[src/rtl/vdp_vram_arb_pkg.sv]
// Shared types and defaults for the VDP VRAM port arbiter.
// Requester IDs double as tag FIFO entries and grant-vector bit positions.
package vdp_vram_arb_pkg;

  typedef enum logic [1:0] {
    REQ_SCREEN = 2'd0,
    REQ_SPRITE = 2'd1,
    REQ_CPU    = 2'd2,
    REQ_CMD    = 2'd3
  } req_id_e;

  localparam int TAG_DEPTH_DEF    = 4;
  localparam int CPU_MAX_WAIT_DEF = 64;

endpackage

[src/rtl/vdp_vram_tag_fifo.sv]
// Requester-ID FIFO tracking outstanding VRAM reads in issue order.
// Pointers carry an extra MSB so full and empty are distinguishable.
module vdp_vram_tag_fifo #(
  parameter  int DEPTH = 4,
  localparam int AW    = $clog2(DEPTH)
) (
  input  logic        clk,
  input  logic        rst,
  input  logic        push_i,
  input  logic [1:0]  din_i,
  input  logic        pop_i,
  output logic [1:0]  dout_o,
  output logic        full_o,
  output logic        empty_o,
  output logic [AW:0] count_o
);

  logic [AW:0] wr_q, rd_q;
  logic [1:0]  mem_q [DEPTH];
  logic        do_push, do_pop;

  assign count_o = wr_q - rd_q;
  assign empty_o = (wr_q == rd_q);
  assign full_o  = (wr_q[AW] != rd_q[AW]) &&
                   (wr_q[AW-1:0] == rd_q[AW-1:0]);

  // A pop frees the head this cycle, so a push into a full FIFO is fine then
  assign do_pop  = pop_i && !empty_o;
  assign do_push = push_i && (!full_o || do_pop);
  assign dout_o  = mem_q[rd_q[AW-1:0]];

  always_ff @(posedge clk or posedge rst) begin
    if (rst) begin
      wr_q <= '0;
      rd_q <= '0;
    end else begin
      if (do_push) wr_q <= wr_q + 1'b1;
      if (do_pop)  rd_q <= rd_q + 1'b1;
    end
  end

  always_ff @(posedge clk) begin
    if (do_push) mem_q[wr_q[AW-1:0]] <= din_i;
  end

endmodule

[src/rtl/vdp_vram_arbiter.sv]
// Four-way VRAM port arbiter: fixed priority for display fetch, round-robin
// CPU/command engine with CPU starvation override, in-order read routing.
module vdp_vram_arbiter
  import vdp_vram_arb_pkg::*;
#(
  parameter int TAG_DEPTH    = TAG_DEPTH_DEF,
  parameter int CPU_MAX_WAIT = CPU_MAX_WAIT_DEF,
  parameter int ADDR_W       = 17
) (
  input  logic              clk,
  input  logic              reset,
  input  logic              screen_valid,
  input  logic [ADDR_W-1:0] screen_address,
  output logic              screen_ready,
  output logic              screen_rdata_en,
  input  logic              sprite_valid,
  input  logic [ADDR_W-1:0] sprite_address,
  output logic              sprite_ready,
  output logic              sprite_rdata_en,
  input  logic              cpu_valid,
  input  logic              cpu_write,
  input  logic [ADDR_W-1:0] cpu_address,
  input  logic [7:0]        cpu_wdata,
  output logic              cpu_ready,
  output logic              cpu_rdata_en,
  input  logic              cmd_valid,
  input  logic              cmd_write,
  input  logic [ADDR_W-1:0] cmd_address,
  input  logic [7:0]        cmd_wdata,
  output logic              cmd_ready,
  output logic              cmd_rdata_en,
  output logic [7:0]        rdata,
  output logic              vram_valid,
  output logic              vram_write,
  output logic [ADDR_W-1:0] vram_address,
  output logic [7:0]        vram_wdata,
  input  logic              vram_ready,
  input  logic              vram_rdata_en,
  input  logic [7:0]        vram_rdata,
  output logic              protocol_error
);

  localparam int CW = $clog2(CPU_MAX_WAIT + 1);
  localparam int FW = $clog2(TAG_DEPTH);

  logic [3:0]        vld, wr, elig, gnt;
  logic [3:0]        mask_q, rden_q;
  logic [7:0]        rdata_q;
  logic              vv_q, vw_q;
  logic [ADDR_W-1:0] va_q;
  logic [7:0]        vd_q;
  logic              perr_q, rr_q;
  logic [CW-1:0]     starve_q, starve_d;
  logic              load, ovr, can_push;
  logic              tag_push, tag_pop, tag_full, tag_empty;
  logic [1:0]        tag_id;
  logic [FW:0]       tag_cnt;
  logic              unused_cnt;
  req_id_e           win_id;
  logic              win_wr;
  logic [ADDR_W-1:0] win_addr;
  logic [7:0]        win_wdata;

  // Last cycle's winner is masked so a held request is never granted twice
  assign vld  = {cmd_valid, cpu_valid, sprite_valid, screen_valid} & ~mask_q;
  assign wr   = {cmd_write, cpu_write, 2'b00};
  assign load = !vv_q || vram_ready;
  assign ovr  = (starve_q == CW'(CPU_MAX_WAIT));

  assign tag_pop  = vram_rdata_en && !tag_empty;
  assign can_push = !tag_full || tag_pop;
  assign elig     = vld & (wr | {4{can_push}});
  assign tag_push = |(gnt & ~wr);
  assign unused_cnt = ^tag_cnt;

  always_comb begin
    gnt = '0;
    if (load && !reset) begin
      if (ovr && elig[REQ_CPU])            gnt[REQ_CPU]    = 1'b1;
      else if (elig[REQ_SCREEN])           gnt[REQ_SCREEN] = 1'b1;
      else if (elig[REQ_SPRITE])           gnt[REQ_SPRITE] = 1'b1;
      else if (elig[REQ_CPU] &&
               !(elig[REQ_CMD] && rr_q))   gnt[REQ_CPU]    = 1'b1;
      else if (elig[REQ_CMD])              gnt[REQ_CMD]    = 1'b1;
    end
  end

  always_comb begin
    win_id    = REQ_SCREEN;
    win_wr    = 1'b0;
    win_addr  = screen_address;
    win_wdata = '0;
    unique case (1'b1)
      gnt[REQ_SPRITE]: begin
        win_id   = REQ_SPRITE;
        win_addr = sprite_address;
      end
      gnt[REQ_CPU]: begin
        win_id    = REQ_CPU;
        win_wr    = cpu_write;
        win_addr  = cpu_address;
        win_wdata = cpu_wdata;
      end
      gnt[REQ_CMD]: begin
        win_id    = REQ_CMD;
        win_wr    = cmd_write;
        win_addr  = cmd_address;
        win_wdata = cmd_wdata;
      end
      default: ;
    endcase
  end

  always_comb begin
    starve_d = starve_q;
    if (!cpu_valid || gnt[REQ_CPU]) starve_d = '0;
    else if (!ovr)                  starve_d = starve_q + 1'b1;
  end

  always_ff @(posedge clk or posedge reset) begin
    if (reset) begin
      vv_q     <= 1'b0;
      vw_q     <= 1'b0;
      va_q     <= '0;
      vd_q     <= '0;
      mask_q   <= '0;
      rden_q   <= '0;
      rdata_q  <= '0;
      perr_q   <= 1'b0;
      rr_q     <= 1'b0;
      starve_q <= '0;
    end else begin
      if (load) begin
        vv_q <= |gnt;
        vw_q <= win_wr;
        va_q <= win_addr;
        vd_q <= win_wdata;
      end
      mask_q   <= gnt;
      starve_q <= starve_d;
      if (gnt[REQ_CPU])      rr_q <= 1'b1;
      else if (gnt[REQ_CMD]) rr_q <= 1'b0;
      rden_q <= tag_pop ? (4'b0001 << tag_id) : 4'b0000;
      if (tag_pop) rdata_q <= vram_rdata;
      if (vram_rdata_en && tag_empty) perr_q <= 1'b1;
    end
  end

  vdp_vram_tag_fifo #(
    .DEPTH (TAG_DEPTH)
  ) u_tag_fifo (
    .clk     (clk),
    .rst     (reset),
    .push_i  (tag_push),
    .din_i   (win_id),
    .pop_i   (tag_pop),
    .dout_o  (tag_id),
    .full_o  (tag_full),
    .empty_o (tag_empty),
    .count_o (tag_cnt)
  );

  assign screen_ready    = gnt[REQ_SCREEN];
  assign sprite_ready    = gnt[REQ_SPRITE];
  assign cpu_ready       = gnt[REQ_CPU];
  assign cmd_ready       = gnt[REQ_CMD];
  assign screen_rdata_en = rden_q[REQ_SCREEN];
  assign sprite_rdata_en = rden_q[REQ_SPRITE];
  assign cpu_rdata_en    = rden_q[REQ_CPU];
  assign cmd_rdata_en    = rden_q[REQ_CMD];
  assign rdata           = rdata_q;
  assign vram_valid      = vv_q;
  assign vram_write      = vw_q;
  assign vram_address    = va_q;
  assign vram_wdata      = vd_q;
  assign protocol_error  = perr_q;

endmodule

[config.mk]
export PLATFORM = sky130hd
export DESIGN_NAME = vdp_vram_arbiter
export DESIGN_NICKNAME = d
export VERILOG_FILES = /design/src/rtl/vdp_vram_arb_pkg.sv /design/src/rtl/vdp_vram_tag_fifo.sv /design/src/rtl/vdp_vram_arbiter.sv
export SDC_FILE = /design/constraint.sdc
export NUM_CORES = 1
export LEC_CHECK = 0
export ABC_AREA = 1
export CELL_PAD_IN_SITES_DETAIL_PLACEMENT = 1
export CELL_PAD_IN_SITES_GLOBAL_PLACEMENT = 2
export CORE_UTILIZATION = 26
export CTS_BUF_LIST = sky130_fd_sc_hd__clkbuf_4
export DETAILED_ROUTE_END_ITERATION = 7
export GPL_ROUTABILITY_DRIVEN = 0
export GPL_TIMING_DRIVEN = 0
export PLACE_DENSITY = 0.94
export SETUP_SLACK_MARGIN = 0.4
export SLEW_MARGIN = 15
export SYNTH_ARGS = -nofsm -noshare
export SYNTH_HDL_FRONTEND = slang
export SYNTH_SLANG_ARGS = --single-unit
[constraint.sdc]
create_clock -name clk -period 6 [get_ports clk]
set_input_delay 1.2 -clock clk [delete_from_list [all_inputs] [get_ports clk]]
set_output_delay 1.2 -clock clk [all_outputs]
set_load 0.02 [all_outputs]
* Word-level counts from Yosys, hierarchy flattened
Memories as Yosys holds them, arrays and structs flattened.
Cells that the tools add are included.
** Storage, ports and cells
- Flip-flop bits (word level) :: 58
- Bits in writable memories :: 8
- Bits of input ports :: 102
- Output and inout port bits :: 44
- Logic and storage cells :: 72
- Memories :: 1
** Cells by class
- Add/sub/neg operators :: 3
- Equality and inequality tests :: 5
- Shift-type cells :: 1
- Muxes and demuxes :: 22
- Bitwise operators :: 6
- Reduce and logical (&&, ||, !) cells :: 22
** Memory list
- u_tag_fifo.mem_q :: words 4, width 2, read ports 1, clocked after memory_dff 0, write ports 1, line vdp_vram_tag_fifo.sv:19 : logic [1:0] mem_q [DEPTH];
** Operators with widths (count)
- $pmux W17 S3 :: 1
- $pmux W8 S2 :: 1
- $mux W7 :: 2
- $and A4 B4 Y4 :: 3
- $mux W1 :: 11
- $logic_and A1 B1 Y1 :: 9
- $mux W4 :: 2
- $not A4 Y4 :: 2
- $reduce_or A4 Y1 :: 2
- $add A7 B1 Y7 const B :: 1
- $eq A7 B7 Y1 const B :: 1
- $add A3 B1 Y3 const B :: 2
- $logic_not A1 Y1 :: 6
- $pmux W2 S3 :: 1
- $logic_or A1 B1 Y1 :: 4
- $mux W2 :: 2
- $or A4 B4 Y4 :: 1
- $shl A1 B2 Y4 const A :: 1
- $eq A3 B3 Y1 :: 1
- $mux W3 :: 1
- $eq A2 B2 Y1 :: 1
- $ne A2 B1 Y1 const B :: 1
- $pmux W1 S2 :: 1
- $reduce_bool A2 Y1 :: 1
- $ne A1 B1 Y1 :: 1

* Longest topological paths before layout
- Depth after elaboration :: 19
- Mapped depth :: 17

* Hierarchy
A second synthesis with hierarchy kept.
** Unflattened totals
- Cell total of the unflattened synthesis :: 499
- Area, all modules :: 3836.2 um^2
** Modules (own cells, without submodules)
- vdp_vram_arbiter :: times used 1, cells each 416, area an instance 3055.4 um^2, sequential area each 1301.2 um^2
- vdp_vram_tag_fifo :: times used 1, cells each 83, area an instance 780.7 um^2, sequential area each 390.4 um^2

* Worst setup path before layout
Ideal clock, no wire load.
- Path kind :: input to output
- Start point :: input port vram_ready
- End point :: output port cmd_ready
- Arrival time :: 2.198 ns
- Slack :: 2.602 ns
- Stages on the path :: 7
- Path buffers :: 1
- Cells stage by stage :: nor2_2 > nor2_1 > inv_1 > nor2_2 > nand2_2 > nor2_4 > buf_2
** On the way
- Word-level cells in the longest chain between the ends :: 3
** Ends and longest elaborated chain
- start, declared :: line vdp_vram_arbiter.sv:37 : input logic vram_ready,
- $logic_or A1 B1 Y1 :: line vdp_vram_arbiter.sv:67 : assign load = !vv_q || vram_ready;
- $logic_and A1 B1 Y1 :: line vdp_vram_arbiter.sv:78 : if (load && !reset) begin
- $mux W4 :: line vdp_vram_arbiter.sv:78
- end, declared :: line vdp_vram_arbiter.sv:30 : output logic cmd_ready,
No other way between the ends.

* Worst setup path in the final report
Ends and elaborated chain as after synthesis.

==> impl_metrics.csv <==
group,metric,value,unit
layout,drive_gt1_share,10.58,%
floorplanning,initial_utilization,26.57,%
run_status,run_status,"finished clean",
layout,final_cell_mix,"nand2_1, clkdlybuf4s50_1, dfrtp_1",
timing,finalSetupTns,0,ns
layout,syn_to_final_growth,49.29,%
yosys,ys_seq_elements,66,
cts,postCtsSetupRepairBufs,0,
placed_design,io_buffer_count,145,
critical_path,path_delay_family,"buffers and inverters",
timing,maxSlewHeadroom,50.58,%
critical_path,path_depth,9,
worst_hold_path,hp-class,"reg2reg",
critical_path,regToRegSetupSlack,3.63,ns
yosys,synth_area_leader_cell,"dfrtp_1",
floorplanning,row_count,43,
grt,grt_max_degree,59,
critical_path,path_cells,"clkdlybuf4s50_1, nor2_2, nor2_1, inv_1, nor2_2, nand2_2, nor2_4, buf_2, clkdlybuf4s50_1",
cts,numCtsBuffers,9,
yosys,syn_nets,591,
timing,slew_viol_final,0,
floorplanning,core_area,13880,um2
critical_path,r2r_cells,13,
grt,grt.total_usage,16.97,%
grt,gr-total-overflow,0,
critical_path,cp.required,4.80,ns
critical_path,cp_slowest_stage_delay,0.66,ns
cts,holdBufCountCts,0,
routing,routed_via_density,4.441,
critical_path,path_buf_inv,4,
yosys,synth_seq_area_share,45.86,%
cts,cts_root_buffer,"clkbuf_4",
yosys,synth_cell_type_count,31,
critical_path,critPathSlowestCell,"clkdlybuf4s50_1",
critical_path,startpoint,"vram_ready",
cts,cts_sinks,66,
critical_path,end_kind,"output pin",
grt,grt_pass1_vias,4034,
yosys,synth_top_area_share,39.35,%
floorplanning,die_w,121.1,um
cts,max-clock-path-buffers,2,
yosys,syn_inst,482,
yosys,syn_area,3689,um2
layout,nNetsFinal,747,
critical_path,cp.arrival,3.64,ns
cts,clkLatencyLatePin,0.43,ns
yosys,yosys_warnings,0,
layout,layout.cells.non_filler,824,
grt,grt_pass1_wl,19520,um
timing,skew,0.01303,ns
routing,wl_per_cell,14.12,um
floorplanning,num_io_pins,146,
timing,clock.fmax,206.6,MHz
power,ir_drop,0.00009261,V
worst_hold_path,min-delay-start,"protocol_error$_DFFE_PP0P_",
timing,timing.final.crit_period,4.840,ns
placed_design,dp_cells,807,
yosys,synthTopCellsByArea,"dfrtp_1, nand2_1, edfxtp_1, nor2_1, inv_1",
floorplanning,die_area,14670,um2
timing,setup_viol,0,
routing,vias,3659,
routing,drc_errors,0,
timing,rsz0062_at_grt,"false",
power,power_density,360.1,nW/um2
timing,max_slew.worst_pin.slew,0.7413,ns
timing,finalHoldViolCount,0,
worst_hold_path,hold_path_depth,1,
cts,h-tree-depth,3,
routing,ant_nets,0,
critical_path,crit_path_start_kind,"input pin",
routing,firstDrtPassIters,4,
cts,cts_tree,"yes",
cts,cts-resized-gates,0,
routing,wirelength,11640,um
critical_path,path_class,"in2out",
grt,antenna_found_initial,1,
yosys,avgSynthCellArea,7.653,um2
placed_design,dp_hpwl,9107,um
timing,fin_crit_sh,80.67,%
layout,final_common_cell,"nand2_1",
routing,drt_iter0_drc,123,
critical_path,r2r-start,"u_tag_fifo.rd_q[0]$_DFFE_PP0P_",
floorplanning,die_height,121.1,um
critical_path,cp_max_fo,11,
run,drv_cap,0,
cts,cts.clk_slew.worst_paths,0.12,ns
power,power.leakage,2.697,nW
kinds of logic (layout without fill, tap and decap cells):
group	count (synthesis)	count (layout)	synth area share, %
XOR/XNOR	5	5	1.187
AO/OA/AOI/OAI	12	12	2.069
flip-flops	66	66	45.86
AND/OR/NAND/NOR	323	323	39.65
buffers and inverters	69	230	8.853
other	0	1	0
adder cells (fa/ha/maj)	7	7	2.374
final cells by class:
class                      instances  area (um2)
buffer                            17       131.4
sequential                        66        1692
antenna                            1       2.502
clock buffer                       9       67.56
inverter                          52       197.7
clock inverter                     7       68.82
fill                            1728        8374
timing repair buffer             145        1451
multi-input combinational        347        1670
tap                              180       225.2
state kept, by name, summed over array words and instances, names as in the netlist:
signal	cells
rden_q	4
protocol_error	1
u_tag_fifo.wr_q	3
rr_q	1
u_tag_fifo.mem_q	8
vram_wdata	8
rdata	8
vram_address	17
u_tag_fifo.rd_q	3
vram_valid	1
mask_q	4
starve_q	7
vram_write	1
power by group:
| part | internal [mW] | switching [mW] | total (mW) | leakage (nW) |
|---|---|---|---|---|
| Combinational | 0.419 | 0.571 | 0.991 | 1.81 |
| Sequential | 0.598 | 0.0921 | 0.690 | 0.811 |
| Clock | 0.126 | 0.176 | 0.302 | 0.0721 |
final timing paths:
kind,to
setup / recovery,cmd_ready
setup reg to reg,u_tag_fifo.mem_q[3][0]$_DFFE_PP_
hold reg to reg,protocol_error$_DFFE_PP0P_
min in group asynchronous,mask_q[2]$_DFF_PP0_
hold / removal,protocol_error$_DFFE_PP0P_
max in group asynchronous,u_tag_fifo.rd_q[2]$_DFFE_PP0P_
metal layers:
metal,routed length [um],share of wire (%),GRT usage (%),up-vias
li1,-,-,-,1822
met4,207,1.8,6.559,0
met1,5059,43,20.27,1738
met5,0,0,0,-
met2,5915,51,29.93,84
met3,456,3.9,3.195,15
synth_stat cells:
| library cell | instances |
|---|---|
| nand2_1 | 189 |
| dfrtp_1 | 58 |
| nor2_1 | 48 |
| inv_1 | 46 |
| nand3_1 | 28 |
| nand4_1 | 20 |
| nand2_2 | 13 |
| edfxtp_1 | 8 |
| ha_1 | 7 |
| nand3_2 | 6 |
| nor3_1 | 6 |
| a21oi_1 | 5 |
| buf_2 | 5 |
| buf_6 | 5 |
| inv_2 | 5 |
| xor2_1 | 5 |
| clkbuf_1 | 4 |
| nor2_2 | 4 |
| nor2_4 | 3 |
| o21ai_0 | 3 |
| buf_4 | 2 |
| nand2_4 | 2 |
| nor3b_2 | 2 |
| a31o_2 | 1 |
| a32o_1 | 1 |
| a32oi_1 | 1 |
| buf_12 | 1 |
| clkinv_1 | 1 |
| nor2_8 | 1 |
| nor3_2 | 1 |
| o221ai_1 | 1 |
stage by stage:
stage | power, mW | hold slack (ns) | setup WS (ns) | cell area (um2) | utilization [%]
after floorplan | 1.258 | 0.4608 | 2.602 | 3689 | -
after global placement | 1.666 | 0.4570 | 1.224 | 5365 | 38.65
after detailed placement | 1.707 | 0.4581 | 1.177 | 5368 | 38.67
after CTS | 2.015 | 0.4872 | 1.134 | 5504 | 39.65
after global routing | 2.133 | 0.4983 | 0.9743 | 5507 | 39.67
final | 1.983 | 0.4879 | 1.160 | 5507 | 39.67
Note: power is estimated with default switching activity, not from simulation.
